`src/rtl/fifo_serial_link_tx_wrapper.sv`:
```
`default_nettype none

// ============================================================================
// Package : fifo_serial_link_tx_wrapper_pkg
// Brief   : Default AXI4 channel and request/response structs for the
//           serial-link TX wrapper (32-bit address and data, 4-bit ID).
// Revision: 1.0 - initial release
// ============================================================================
package fifo_serial_link_tx_wrapper_pkg;

    typedef struct packed {
        logic [3:0]  id;
        logic [31:0] addr;
        logic [7:0]  len;
        logic [2:0]  size;
        logic [1:0]  burst;
        logic        lock;
        logic [3:0]  cache;
        logic [2:0]  prot;
        logic [3:0]  qos;
        logic [3:0]  region;
        logic [5:0]  atop;
        logic        user;
    } axi_aw_chan_t;

    typedef struct packed {
        logic [3:0]  id;
        logic [31:0] addr;
        logic [7:0]  len;
        logic [2:0]  size;
        logic [1:0]  burst;
        logic        lock;
        logic [3:0]  cache;
        logic [2:0]  prot;
        logic [3:0]  qos;
        logic [3:0]  region;
        logic        user;
    } axi_ar_chan_t;

    typedef struct packed {
        logic [31:0] data;
        logic [3:0]  strb;
        logic        last;
        logic        user;
    } axi_w_chan_t;

    typedef struct packed {
        logic [3:0]  id;
        logic [1:0]  resp;
        logic        user;
    } axi_b_chan_t;

    typedef struct packed {
        logic [3:0]  id;
        logic [31:0] data;
        logic [1:0]  resp;
        logic        last;
        logic        user;
    } axi_r_chan_t;

    typedef struct packed {
        axi_aw_chan_t aw;
        logic         aw_valid;
        axi_w_chan_t  w;
        logic         w_valid;
        logic         b_ready;
        axi_ar_chan_t ar;
        logic         ar_valid;
        logic         r_ready;
    } axi_req_t;

    typedef struct packed {
        logic         aw_ready;
        logic         ar_ready;
        logic         w_ready;
        logic         b_valid;
        axi_b_chan_t  b;
        logic         r_valid;
        axi_r_chan_t  r;
    } axi_rsp_t;

endpackage

// ============================================================================
// Module  : fifo_serial_link_tx_wrapper
// Brief   : OBI slave pushes 32-bit words into a FIFO; an AXI4 master FSM
//           drains it with one single-beat write per word to DST_ADDR. The
//           head is popped only after its B response. Exposes FIFO status
//           and a saturating count of non-OKAY write responses.
// Revision: 1.0 - initial release
// ============================================================================
module fifo_serial_link_tx_wrapper #(
    parameter type         axi_req_t  = fifo_serial_link_tx_wrapper_pkg::axi_req_t,
    parameter type         axi_rsp_t  = fifo_serial_link_tx_wrapper_pkg::axi_rsp_t,
    parameter int unsigned DATA_WIDTH = 32,
    parameter int unsigned ADDR_WIDTH = 32,
    parameter int unsigned FIFO_DEPTH = 8,
    parameter logic [31:0] DST_ADDR   = 32'h0
) (
    input  logic                  clk_i,
    input  logic                  rst_ni,
    input  logic                  testmode_i,
    input  logic                  writer_req_i,
    output logic                  writer_gnt_o,
    output logic                  writer_rvalid_o,
    input  logic [ADDR_WIDTH-1:0] writer_addr_i,
    input  logic                  writer_we_i,
    input  logic [3:0]            writer_be_i,
    input  logic [DATA_WIDTH-1:0] writer_wdata_i,
    output logic [DATA_WIDTH-1:0] writer_rdata_o,
    output axi_req_t              reader_axi_req,
    input  axi_rsp_t              reader_axi_rsp,
    output logic                  fifo_empty_o,
    output logic                  fifo_full_o,
    output logic [7:0]            err_count_o
);

    localparam int unsigned C_PTR_W = (FIFO_DEPTH > 1) ? $clog2(FIFO_DEPTH) : 1;
    localparam int unsigned C_CNT_W = C_PTR_W + 1;
    localparam int unsigned C_SIZE  = $clog2(DATA_WIDTH / 8);

    typedef enum logic [1:0] {
        S_IDLE = 2'd0,
        S_SEND = 2'd1,
        S_RESP = 2'd2
    } state_e;

    state_e                r_state;
    state_e                w_state_next;

    logic [DATA_WIDTH-1:0] r_mem [FIFO_DEPTH];
    logic [C_PTR_W-1:0]    r_wptr;
    logic [C_PTR_W-1:0]    r_rptr;
    logic [C_CNT_W-1:0]    r_usage;
    logic                  r_aw_done;
    logic                  r_w_done;
    logic [7:0]            r_err_count;
    logic                  r_rvalid;
    logic [DATA_WIDTH-1:0] r_rdata;

    logic                  w_empty;
    logic                  w_full;
    logic                  w_is_err_reg;
    logic                  w_gnt;
    logic                  w_push;
    logic                  w_pop;
    logic                  w_aw_valid;
    logic                  w_w_valid;
    logic                  w_aw_hs;
    logic                  w_w_hs;
    logic [7:0]            w_usage8;
    logic [DATA_WIDTH-1:0] w_status;
    logic                  w_unused;

    // FIFO flags and OBI decode; only address bit 2 selects DATA vs ERR
    assign w_empty      = (r_usage == '0);
    assign w_full       = (r_usage == C_CNT_W'(FIFO_DEPTH));
    assign w_is_err_reg = writer_addr_i[2];
    assign w_gnt        = writer_req_i & ~(writer_we_i & ~w_is_err_reg & w_full);
    assign w_push       = writer_req_i & w_gnt & writer_we_i & ~w_is_err_reg;
    assign w_pop        = (r_state == S_RESP) & reader_axi_rsp.b_valid;
    assign w_usage8     = 8'(r_usage);
    assign w_status     = {{(DATA_WIDTH-16){1'b0}}, w_usage8, 6'b0, w_full, w_empty};

    assign w_aw_valid   = (r_state == S_SEND) & ~r_aw_done;
    assign w_w_valid    = (r_state == S_SEND) & ~r_w_done;
    assign w_aw_hs      = w_aw_valid & reader_axi_rsp.aw_ready;
    assign w_w_hs       = w_w_valid & reader_axi_rsp.w_ready;

    assign writer_gnt_o    = w_gnt;
    assign writer_rvalid_o = r_rvalid;
    assign writer_rdata_o  = r_rdata;
    assign fifo_empty_o    = w_empty;
    assign fifo_full_o     = w_full;
    assign err_count_o     = r_err_count;

    // Inputs with no functional use, reduced so they are not left dangling
    assign w_unused = ^{testmode_i, writer_be_i, writer_addr_i, reader_axi_rsp};

    // FIFO storage; contents need no reset since the pointers gate validity
    always_ff @(posedge clk_i) begin
        if (w_push) begin
            r_mem[r_wptr] <= writer_wdata_i;
        end
    end

    // FIFO pointers and occupancy; push is refused at full even with a pop
    always_ff @(posedge clk_i) begin
        if (!rst_ni) begin
            r_wptr  <= '0;
            r_rptr  <= '0;
            r_usage <= '0;
        end else begin
            if (w_push) begin
                r_wptr <= r_wptr + 1'b1;
            end
            if (w_pop) begin
                r_rptr <= r_rptr + 1'b1;
            end
            case ({w_push, w_pop})
                2'b10:   r_usage <= r_usage + 1'b1;
                2'b01:   r_usage <= r_usage - 1'b1;
                default: r_usage <= r_usage;
            endcase
        end
    end

    // OBI response: one cycle after every grant; writes return zero data
    always_ff @(posedge clk_i) begin
        if (!rst_ni) begin
            r_rvalid <= 1'b0;
            r_rdata  <= '0;
        end else begin
            r_rvalid <= w_gnt;
            if (w_gnt && !writer_we_i) begin
                r_rdata <= w_is_err_reg ? {{(DATA_WIDTH-8){1'b0}}, r_err_count} : w_status;
            end else begin
                r_rdata <= '0;
            end
        end
    end

    // AXI FSM state register
    always_ff @(posedge clk_i) begin
        if (!rst_ni) begin
            r_state <= S_IDLE;
        end else begin
            r_state <= w_state_next;
        end
    end

    // Handshake-done flags and saturating error counter
    always_ff @(posedge clk_i) begin
        if (!rst_ni) begin
            r_aw_done   <= 1'b0;
            r_w_done    <= 1'b0;
            r_err_count <= '0;
        end else begin
            if (w_pop) begin
                r_aw_done <= 1'b0;
                r_w_done  <= 1'b0;
                if ((reader_axi_rsp.b.resp != 2'b00) && (r_err_count != 8'hFF)) begin
                    r_err_count <= r_err_count + 8'd1;
                end
            end else begin
                if (w_aw_hs) begin
                    r_aw_done <= 1'b1;
                end
                if (w_w_hs) begin
                    r_w_done <= 1'b1;
                end
            end
        end
    end

    // Next-state logic and AXI request channel outputs
    always_comb begin
        w_state_next   = r_state;
        reader_axi_req = '0;

        reader_axi_req.aw.addr  = DST_ADDR;
        reader_axi_req.aw.len   = 8'd0;
        reader_axi_req.aw.size  = 3'(C_SIZE);
        reader_axi_req.aw.burst = 2'b01;
        reader_axi_req.aw_valid = w_aw_valid;
        reader_axi_req.w.data   = r_mem[r_rptr];
        reader_axi_req.w.strb   = '1;
        reader_axi_req.w.last   = 1'b1;
        reader_axi_req.w_valid  = w_w_valid;
        reader_axi_req.b_ready  = (r_state == S_RESP);
        reader_axi_req.ar_valid = 1'b0;
        reader_axi_req.r_ready  = 1'b1;

        case (r_state)
            S_IDLE: begin
                if (!w_empty) begin
                    w_state_next = S_SEND;
                end
            end
            S_SEND: begin
                if ((r_aw_done | w_aw_hs) & (r_w_done | w_w_hs)) begin
                    w_state_next = S_RESP;
                end
            end
            S_RESP: begin
                if (reader_axi_rsp.b_valid) begin
                    w_state_next = S_IDLE;
                end
            end
            default: begin
                w_state_next = S_IDLE;
            end
        endcase
    end

endmodule

`default_nettype wire

```
`config.mk`:
```
export PLATFORM = sky130hd
export DESIGN_NAME = fifo_serial_link_tx_wrapper
export DESIGN_NICKNAME = d
export VERILOG_FILES = /design/src/rtl/fifo_serial_link_tx_wrapper.sv
export SDC_FILE = /design/constraint.sdc
export NUM_CORES = 1
export LEC_CHECK = 0
export BUFFER_PORTS_ARGS = -buffer_cell sky130_fd_sc_hd__buf_2
export CORE_MARGIN = 10
export CORE_UTILIZATION = 52
export DETAILED_ROUTE_END_ITERATION = 8
export PLACE_DENSITY = 0.79
export SLEW_MARGIN = 25
export SYNTH_ARGS = -nofsm -noshare
export SYNTH_HDL_FRONTEND = slang
export SYNTH_SLANG_ARGS = --single-unit
```
`constraint.sdc`:
```
create_clock -name clk_i -period 13.9 [get_ports clk_i]
set_clock_uncertainty 0.2 [all_clocks]
set_input_delay 1.39 -clock clk_i [delete_from_list [all_inputs] [get_ports clk_i]]
set_output_delay 1.39 -clock clk_i [all_outputs]
set_load 0.01 [all_outputs]
```
==> flow_summary_export.csv, run 1 <==
group,metric,value,unit
status,status,"completed",
worst_setup_path,slowest_delay,0.75,ns
cells_and_area,fin_cells,1177,
pwr,switching_share,0.199,
worst_setup_path,rrSetupSlack,11.09,ns
grt,grt_first_pass_wirelength,35500,um
worst_setup_path,worstSetupStartpointType,"flop",
pwr,power_density,132,nW/um^2
synthesis,synth-seq-cells,294,
clock_network,numCtsBuffers,29,
cells_and_area,drive_gt1_frac,0.285,
synthesis,synth_simple_gate_area_frac,0.0389,
floorplan,initial_core_util,0.525,
cells_and_area,fill_cells,1875,
synthesis,synth_area_per_cell,17.6,sq um
cells_and_area,nNetsFinal,963,
grt,overflow,0,
clock_network,cts_root_buffer,"clkbuf_16",
drt,dr.pass1.iters,4,
grt,grt_util_all_layers,0.144,
synthesis,synth_compound_area_frac,0.0158,
drt,ant_nets,0,
worst_setup_path,end_kind,"output pin",
synthesis,syn_area,12700,sq um
cells_and_area,seq_area,8460,sq um
sta,tns,0,ns
synthesis,yosysSeqAreaShare,0.667,
placement,dp.cells,1125,
min_path,hold_class,"reg2reg",
worst_setup_path,reg2reg_depth,10,
synthesis,yosys.area_share.xor_xnor,0.00623,
sta,slew_headroom,0.358,
synthesis,yosysWarnings,0,
clock_network,cts_setup_buffers,0,
worst_setup_path,cp_cell_sequence,"buf_4 -> mux4_1 -> mux2_2 -> buf_2",
drt,wire_per_inst,19.7,um
grt,grt_pass1_vias,6343,
floorplan,fp.dieH,176,um
drt,vias,5869,
pwr,p_seq_frac,0.531,
clock_network,cts_hold_buf,0,
floorplan,core,24100,sq um
sta,worstMarginPinSlew,0.960,ns
sta,period_share,0.332,
sta,slew_violations,0,
sta,clock.fmax,217,MHz
clock_network,clk_pin_slew_worst_paths,0.06,ns
clock_network,ctsResizeCount,0,
pwr,ir_worst_vdd,0.0919,mV
synthesis,async_reset_ff_frac,0,
worst_setup_path,crit_required,12.31,ns
job,max_cap_violations,0,
sta,rsz0062_at_grt,"no",
clock_network,cts_buffer_depth,3,
worst_setup_path,r2r_end,"r_usage[2]",
pwr,p_int,1.46,mW
worst_setup_path,path_buf_inv,2,
worst_setup_path,crit_fanout,33,
worst_setup_path,rr_startpoint,"r_usage[1]",
floorplan,io_pins,350,
floorplan,die_area,31000,sq um
pwr,leakagePower,4.97,nW
synthesis,yosysUniqueCellTypes,53,
synthesis,synth_fa_ha_area_frac,0.00593,
floorplan,fp.dieW,176,um
synthesis,synth_edf_count,256,
grt,grt_max_degree,65,
clock_network,cts_sinks,294,
clock_network,cts_tree,"yes",
min_path,min-delay-start,"r_rptr[1]",
placement,io_buffers,100,
drt,via_per_inst,4.99,
placement,dp_hpwl,13900,um
drt,routed_wl,23200,um
synthesis,synth_top_family_by_area,"multiplexers",
floorplan,num_rows,57,
synthesis,ys.flop_type,"edfxtp_1",
drt,first_iter_violations,468,
drt,drcViolationCount,0,
placement,gp_congestion,0.706,
worst_setup_path,cp_top_family,"multiplexers",
synthesis,syn-instance-count,719,
sta,period_needed,4.61,ns
worst_setup_path,crit_slowest_cell,"dfxtp_4",
sta,hold_viol,0,
pwr,power_frac_clock,0.421,
pwr,power.switching,0.365,mW
cells_and_area,multi_input_area,3430,sq um
pwr,combPwrFrac,0.048,
clock_network,clkLatencyLatePin,0.52,ns
synthesis,synth_mux_area_frac,0.151,
worst_setup_path,critical_path_class,"reg2out",
cells_and_area,syn2layout_area_growth,9.25,%
clock_network,htreeDepth,1,
grt,antenna_found_initial,3,
min_path,whs_path_depth,2,
sta,setup_violations,0,
worst_setup_path,cp.arrival,3.02,ns
cell type report:
class / count / share of cell area
sequential: 294 / 0.612
inverter: 4 / 0.00109
multi-input combinational: 394 / 0.248
antenna: 3 / 0.000543
clock inverter: 18 / 0.0150
timing repair buffer: 109 / 0.0411
clock buffer: 31 / 0.0530
tap: 324 / 0.0293
Yosys cell counts, types with 3 or more instances:
| master | number | share of area |
|---|---|---|
| a21oi_1 | 10 | 0.0040 |
| and2_1 | 11 | 0.0054 |
| buf_2 | 7 | 0.0028 |
| buf_4 | 168 | 0.10 |
| buf_6 | 7 | 0.0062 |
| clkbuf_1 | 5 | 0.0015 |
| dfxtp_1 | 38 | 0.060 |
| edfxtp_1 | 256 | 0.61 |
| ha_1 | 6 | 0.0059 |
| mux2_2 | 25 | 0.022 |
| mux2_4 | 7 | 0.0083 |
| mux4_1 | 18 | 0.037 |
| mux4_2 | 46 | 0.082 |
| nand2_1 | 14 | 0.0042 |
| nand2b_1 | 7 | 0.0035 |
| nand3_1 | 7 | 0.0028 |
| nor2_1 | 22 | 0.0065 |
| nor2b_1 | 3 | 0.0015 |
| nor3_1 | 6 | 0.0024 |
| nor4_1 | 4 | 0.0020 |
| o21ai_0 | 5 | 0.0020 |
| xnor2_1 | 4 | 0.0028 |
| xor2_1 | 5 | 0.0035 |
tightest hold or removal path, delay by kind of cell, from the launching register on:
family           cells  cell delay, ns
flip-flops           1            0.31
AND/OR/NAND/NOR      1            0.05
AO/OA/AOI/OAI        1            0.06
state kept, by name (all words and copies together) (netlist names), named ones only:
name	cells
err_count_o	8
r_w_done	1
writer_rdata_o	12
r_usage	4
r_state	2
r_wptr	3
r_aw_done	1
r_rptr	3
writer_rvalid_o	1
r_mem	256
cells by family after synthesis:
group	after synthesis
AOI/OAI and AO/OA	27
xor gates and xnor gates	9
adders and majority gates	6
buffers and inverters	195
DFF	294
muxes	98
other	2
and+or+nand+nor	88
stage by stage:
stage          power [mW]  cell area (sq um)  hold WS (ns)  utilization  worst slack, ns
2_1_floorplan        1.09              13300         0.254            -             8.21
3_3_place_gp         1.07              12900         0.257        0.534             9.78
3_5_place_dp         1.08              12900         0.269        0.534             9.74
4_1_cts              1.85              13800         0.278        0.573             9.19
5_1_grt              1.89              13800         0.320        0.573             9.08
6_report             1.83              13800         0.271        0.574             9.29
layout by cell type, fill, tap and decap left out, types with 2 or more instances in the layout:
| cell type | Yosys | routed |
|---|---|---|
| clkinv_2 | 0 | 3 |
| ha_1 | 6 | 6 |
| mux2_2 | 25 | 25 |
| nor3_2 | 0 | 4 |
| nor2_1 | 22 | 19 |
| clkinv_1 | 1 | 10 |
| nand3_1 | 7 | 7 |
| mux4_2 | 46 | 46 |
| dfxtp_4 | 0 | 3 |
| clkbuf_1 | 5 | 2 |
| and2_1 | 11 | 11 |
| diode_2 | 0 | 3 |
| or3_1 | 2 | 2 |
| a21oi_1 | 10 | 10 |
| nor4_1 | 4 | 3 |
| nand2_1 | 14 | 14 |
| mux2_4 | 7 | 7 |
| nand2b_1 | 7 | 7 |
| buf_2 | 7 | 100 |
| nor3_1 | 6 | 2 |
| mux2i_1 | 2 | 2 |
| bufinv_16 | 0 | 5 |
| conb_1 | 2 | 166 |
| dfxtp_1 | 38 | 35 |
| clkbuf_16 | 0 | 29 |
| nor2b_1 | 3 | 3 |
| edfxtp_1 | 256 | 256 |
| mux4_1 | 18 | 18 |
| and3_1 | 2 | 2 |
| a22o_1 | 2 | 2 |
| xor2_1 | 5 | 5 |
| xnor2_1 | 4 | 4 |
| inv_1 | 2 | 2 |
| nor2_4 | 0 | 3 |
| buf_4 | 168 | 9 |
| nand4b_1 | 2 | 2 |
| o21ai_0 | 5 | 5 |
routing by layer:
| layer | part of all wire | routed length [um] | vias to the layer above | global-route usage |
|---|---|---|---|---|
| met5 | 0 | 0 | - | 0 |
| met4 | 0.012 | 274 | 0 | 0.0297 |
| met3 | 0.062 | 1450 | 25 | 0.0337 |
| met2 | 0.53 | 12200 | 179 | 0.258 |
| met1 | 0.40 | 9290 | 3010 | 0.173 |
| li1 | - | - | 2655 | - |
power groups by stage:
stage	Sequential, mW	Clock (mW)	Combinational (mW)
6_report	0.972	0.770	0.0872
5_1_grt	0.972	0.824	0.0968
4_1_cts	0.972	0.788	0.0860
3_5_place_dp	0.991	0	0.0857
3_3_place_gp	0.991	0	0.0838
2_1_floorplan	0.988	0	0.0973
worst max path at each step:
| stage | from | end | slack (ns) | cells past startpoint |
|---|---|---|---|---|
| after floorplan | writer_we_i | r_mem[0][0] | 8.21 | 4 |
| after global placement | flop | reader_axi_req[76] | 9.78 | 4 |
| after detailed placement | flop | reader_axi_req[76] | 9.74 | 4 |
| after CTS | flop | reader_axi_req[76] | 9.19 | 4 |
| after global routing | flop | reader_axi_req[76] | 9.08 | 4 |
| final | flop | reader_axi_req[76] | 9.29 | 4 |
Power figures use the tool's default switching activity.
==> run 2, diff against run 1 <==
Settings changed: ABC_AREA from default to 1, CORE_UTILIZATION 52 to 48, PLACE_DENSITY 0.79 to 0.77.
Clock period 13.9 ns to 4.19 ns, I/O delays scaled along.
==> run 2 against run 1 <==
  * Synthesized area grew 2.3%
  * Worst setup slack lost 8.6 ns
  * Cell area grew 3.0%
  * Sequential share of layout area shrank 1.8 points
  * Critical path type unchanged
  * Via count grew 40%
  * Routed wire length grew 17%
==> flow_summary_export.csv, run 2 <==
group,metric,value,unit
synthesis,synth-seq-cells,294,
synthesis,yosysWarnings,0,
drt,dr.pass1.iters,5,
worst_setup_path,end_kind,"output pin",
cells_and_area,drive_gt1_frac,0.128,
synthesis,synth_top_cell_by_area,"edfxtp_1",
sta,clock.fmax,287,MHz
worst_setup_path,rr_startpoint,"r_usage[2]",
clock_network,clk_pin_slew_worst_paths,0.06,ns
min_path,whs_path_depth,3,
worst_setup_path,rrSetupSlack,1.53,ns
grt,overflow,0,
cells_and_area,nNetsFinal,1445,
pwr,ir_worst_vdd,0.273,mV
sta,period_share,0.831,
grt,antenna_found_initial,0,
pwr,leakagePower,5.53,nW
worst_setup_path,crit_fanout,80,
cells_and_area,fill_cells,2182,
cells_and_area,syn2layout_area_growth,10.0,%
sta,hold_viol,0,
synthesis,yosysSeqAreaShare,0.652,
floorplan,initial_core_util,0.485,
job,max_cap_violations,0,
worst_setup_path,critical_path_class,"reg2out",
drt,first_iter_violations,653,
cells_and_area,num_antenna_cells,0,
cells_and_area,regMostFlops,"r_mem",
min_path,min-delay-start,"rst_ni",
sta,rsz0062_at_grt,"no",
clock_network,htreeDepth,1,
synthesis,ys.flop_type,"edfxtp_1",
synthesis,syn_area,12900,sq um
worst_setup_path,crit_required,3.57,ns
clock_network,clkLatencyLatePin,0.54,ns
floorplan,core,26700,sq um
synthesis,synth.most_common_cell,"edfxtp_1",
worst_setup_path,reg2reg_depth,7,
floorplan,fp.dieW,184,um
floorplan,die_area,33900,sq um
synthesis,synth_common_cells,"edfxtp_1 (256), nor2_1 (236), buf_4 (173)",
worst_setup_path,worstSetupStartpointType,"flop",
synthesis,synth_edf_count,256,
sta,slew_headroom,0.420,
floorplan,fp.dieH,184,um
clock_network,cts_root_buffer,"clkbuf_16",
clock_network,cts_buffer_depth,3,
grt,grt_util_all_layers,0.152,
synthesis,synth_area_per_cell,10.9,sq um
pwr,power_density,416,nW/um^2
cells_and_area,largest_reg_flops,256,
synthesis,yosys-top-cells-area,"edfxtp_1 (59%), buf_4 (10%), nor2_1 (6.8%), dfxtp_1 (5.9%), o21ai_0 (5.2%)",
sta,period_needed,3.48,ns
sta,worstMarginPinSlew,0.871,ns
grt,grt_first_pass_wirelength,41400,um
grt,grt_pass1_vias,7875,
grt,grt_max_degree,85,
synthesis,syn-instance-count,1191,
floorplan,num_rows,60,
worst_setup_path,r2r_end,"r_mem[4][27]",
sta,tns,0,ns
floorplan,io_pins,350,
placement,gp_congestion,0.800,
clock_network,cts_sinks,294,
min_path,hold_class,"in2reg",
placement,dp_hpwl,16700,um
drt,ant_nets,0,
min_path,whs_endpoint,"err_count_o[6]",
status,status,"completed",
drt,wire_per_inst,16.3,um
clock_network,ctsResizeCount,0,
sta,slew_violations,0,
cells_and_area,final_common_cell,"edfxtp_1",
synthesis,yosysUniqueCellTypes,28,
pwr,finalPower,5.92,mW
clock_network,numCtsBuffers,27,
drt,vias,8201,
drt,routed_wl,27300,um
drt,via_per_inst,4.90,
cells_and_area,final_cell_mix,"edfxtp_1 (256), nor2_1 (228), conb_1 (166)",
worst_setup_path,cp.arrival,2.86,ns
clock_network,cts_tree,"yes",
placement,io_buffers,100,
synthesis,async_reset_ff_frac,0,
drt,drcViolationCount,0,
synthesis,synth.top_cell.area_share,0.594,
sta,setup_violations,0,
run 2: cell types whose count changed after synthesis, sizes merged, moves of 5 or more:
cell and delta:
o21ai +196, nor3 -5, nor2 +215, nand3 +7
buf +11, clkbuf +17, a21oi +5, and2 -11
mux2 -32, nand2 +141, mux4 -64, nand2b -7
inv +33
run 2: logic make-up after synthesis:
kind of cell	share of synthesized area
AO/OA/AOI/OAI	0.0855
other	0.000580
XOR/XNOR	0.00338
adder cells (fa/ha/maj)	0.00580
flip-flops	0.652
AND/OR/NAND/NOR	0.122
buffers and inverters	0.131
run 2: cell type report:
cell class	count	area, sq um	share of cell area
clock buffers	33	698	0.0490
flip-flops and latches	294	8460	0.593
multi-input cells	806	3480	0.244
repair buffers	149	966	0.0678
clock inverters	15	82.6	0.00580
inverters	36	136	0.00957
well taps	341	427	0.0299
run 2: per-stage QoR:
stage               hold WS, ns  setup slack [ns]  instance area [sq um]   util  cells
floorplan                 0.212              1.28                  13600      -   1355
global placement          0.213              1.34                  13100  0.491   1592
detailed placement        0.238              1.31                  13100  0.491   1592
CTS                     0.00669             0.689                  14200  0.533   1674
global route             0.0343             0.532                  14200  0.533   1674
finish                   0.0217             0.706                  14200  0.533   1674
run 2: where the power goes:
| group | switching [mW] | internal (mW) |
|---|---|---|
| sequential | 0.0381 | 3.21 |
| clock | 0.995 | 1.18 |
| combinational | 0.347 | 0.152 |
run 2: routing by layer:
metal,global-route usage,vias to the layer above,part of all wire
li1,-,3943,-
met1,0.169,3885,0.37
met2,0.282,340,0.52
met3,0.0343,33,0.096
met4,0.0442,0,0.015
met5,0,-,0
run 2: critical path: stages (launching register included):
cell and delay, ns:
dfxtp_4 0.90, buf_4 0.57, nor2_1 0.12, nor2_1 0.13, o21ai_0 0.11, o21ai_1 0.12, nand2_1 0.07, nand2_1 0.12
buf_2 0.15
run 2: how the worst max path moves through the flow:
stage                         end  slack [ns]  cells past startpoint
2_1_floorplan         r_mem[0][0]        1.28                      6
3_3_place_gp   reader_axi_req[82]        1.34                      8
3_5_place_dp   reader_axi_req[82]        1.31                      8
4_1_cts        reader_axi_req[97]        0.69                      8
5_1_grt        reader_axi_req[97]        0.53                      8
6_report       reader_axi_req[97]        0.71                      8
run 2: what timing repair did:
action,CTS,global route
hold buffers,34,0
setup buffers,0,0
hold endpoints to repair,258,0
==> run 3, diff against run 2 <==
Clock period 4.19 ns to 2.8 ns, I/O delays scaled along.
==> run 3 against run 2 <==
  * Sequential share of layout area down 1.9 points
  * Sequential power up 49%
  * Count of clock-buffer cells in the layout up 1
  * Register-to-register slack worse by 0.96 ns
  * Routed wire length up 2.7%
  * Critical path depth down 2
  * Sequential cell count unchanged
  * Critical endpoint is now reader_axi_req[101]
  * Largest cell class unchanged
  * Highest routed layer unchanged
==> flow_summary_export.csv, run 3 (same netlist as run 2, synthesis figures left out) <==
group,metric,value,unit
worst_setup_path,cp_cell_sequence,"buf_16 -> o21ai_0 -> o21ai_0 -> nand2_1 -> nand2_1 -> buf_2",
placement,dp_hpwl,17100,um
drt,ant_nets,0,
grt,use_met3,0.0345,
cells_and_area,regMostFlops,"r_mem",
clock_network,numCtsBuffers,27,
worst_setup_path,critical_path_class,"reg2out",
sta,setup_violations,0,
pwr,power_density,638,nW/um^2
placement,io_buffers,100,
floorplan,core,26700,sq um
grt,antenna_found_initial,1,
grt,grtUsageMet2,0.280,
grt,top_usage_layer,"met2",
cells_and_area,fill_cells,2121,
worst_setup_path,slowest_delay,0.38,ns
pwr,p_int,7.28,mW
grt,grt_max_degree,129,
pwr,power.switching,2.11,mW
drt,vias,8310,
floorplan,fp.dieH,184,um
drt,drcViolationCount,0,
clock_network,htreeDepth,1,
sta,period_needed,2.68,ns
pwr,leakagePower,5.74,nW
placement,gp_congestion,0.806,
pwr,finalPower,9.39,mW
cells_and_area,final_common_cell,"edfxtp_1",
floorplan,fp.dieW,184,um
pwr,switching_share,0.225,
cells_and_area,final_cell_mix,"edfxtp_1 (256), nor2_1 (228), conb_1 (166)",
grt,grt_util_all_layers,0.157,
grt,grt_first_pass_wirelength,42900,um
sta,hold_viol,0,
floorplan,io_pins,350,
grt,grt_pass1_vias,8095,
worst_setup_path,crit_required,2.32,ns
job,max_cap_violations,0,
min_path,hold_class,"in2reg",
drt,routed_wl,28000,um
pwr,p_seq_frac,0.514,
floorplan,num_rows,60,
cells_and_area,drive_gt1_frac,0.138,
worst_setup_path,end_kind,"output pin",
worst_setup_path,crit_fanout,128,
cells_and_area,largest_reg_flops,256,
sta,rsz0062_at_grt,"no",
floorplan,die_area,33900,sq um
worst_setup_path,cp.arrival,2.20,ns
sta,clock.fmax,373,MHz
placement,dp_slack,0.589,ns
cells_and_area,nNetsFinal,1462,
drt,dr.pass1.iters,5,
clock_network,clkLatencyLatePin,0.54,ns
floorplan,initial_core_util,0.485,
pwr,combPwrFrac,0.086,
drt,via_per_inst,4.91,
clock_network,cts_sinks,294,
grt,grtUsageMet1,0.182,
sta,slew_violations,0,
clock_network,clk_pin_slew_worst_paths,0.06,ns
grt,overflow,0,
drt,wire_per_inst,16.5,um
placement,dp.cells,1602,
pwr,ir_worst_vdd,0.539,mV
clock_network,cts_buffer_depth,3,
pwr,power_frac_clock,0.400,
sta,period_share,0.958,
clock_network,cts_root_buffer,"clkbuf_16",
cells_and_area,syn2layout_area_growth,13.6,%
cells_and_area,fin_cells,1694,
sta,setup_ws,0.118,ns
worst_setup_path,crit_slowest_cell,"dfxtp_4",
sta,worstMarginPinSlew,0.645,ns
status,status,"completed",
clock_network,cts_tree,"yes",
worst_setup_path,worstSetupStartpointType,"flop",
sta,slew_headroom,0.569,
drt,first_iter_violations,626,
run 3: changes by cell type in the layout (fill, tap and decap cells not counted), moves of 2 or more:
cell / before / now
buf_4: 14 / 11
clkbuf_1: 6 / 4
dlygate4sd3_1: 34 / 41
bufinv_16: 0 / 4
clkinv_1: 6 / 3
clkinv_2: 6 / 8
buf_12: 1 / 13
clkinvlp_2: 3 / 0
clkbuf_8: 0 / 3
run 3: timing repair:
item                                    in CTS  in global routing
hold buffers                                41                  0
setup buffers                                0                  0
gates resized for setup                      0                  2
hold endpoints to repair                   283                  0
endpoints found under the setup margin       0                 24
run 3: layout make-up:
class / instances / area, sq um / share of cell area
sequential: 294 / 8460 / 0.575
multi-input combinational: 806 / 3480 / 0.237
inverter: 36 / 138 / 0.00936
antenna: 1 / 2.50 / 0.000170
tap: 341 / 427 / 0.0290
clock inverter: 16 / 191 / 0.0130
timing repair buffer: 166 / 1280 / 0.0871
clock buffer: 34 / 732 / 0.0498
run 3: stage by stage:
step,util,setup TNS [ns],hold WS [ns],cell area (sq um)
2_1_floorplan,-,-12.44,0.179,13600
3_3_place_gp,0.500,0,0.213,13400
3_5_place_dp,0.500,0,0.227,13400
4_1_cts,0.550,0,0.00201,14700
5_1_grt,0.550,0,0.0857,14700
6_report,0.550,0,0.0162,14700
run 3: path summary, 6_finish.rpt:
check | end | cells past startpoint | slack, ns | start
max | reader_axi_req[101] | 6 | 0.12 | flop
min | err_count_o[2] | 5 | 0.02 | reader_axi_rsp[42]
max reg2reg | r_usage[2] | 12 | 0.57 | r_usage[0]
min reg2reg | flop | 1 | 0.24 | r_rptr[2]
run 3: layer usage:
metal,share of wire,vias up
met2,0.51,363
met3,0.092,48
li1,-,3965
met5,0,-
met1,0.38,3934
met4,0.022,0
run 3: power groups by stage:
stage / logic [mW] / registers, mW / clock network (mW)
floorplan: 0.694 / 4.92 / 0
global placement: 0.730 / 4.92 / 0
detailed placement: 0.747 / 4.92 / 0
CTS: 0.800 / 4.83 / 3.80
global route: 0.919 / 4.83 / 3.99
finish: 0.809 / 4.83 / 3.75
run 3: critical path: cells and delay by family (launching register included):
| kind | cells | cell delay, ns |
|---|---|---|
| AOI/OAI and AO/OA | 2 | 0.48 |
| buffers and inverters | 2 | 0.47 |
| DFF | 1 | 0.38 |
| and+or+nand+nor | 2 | 0.18 |
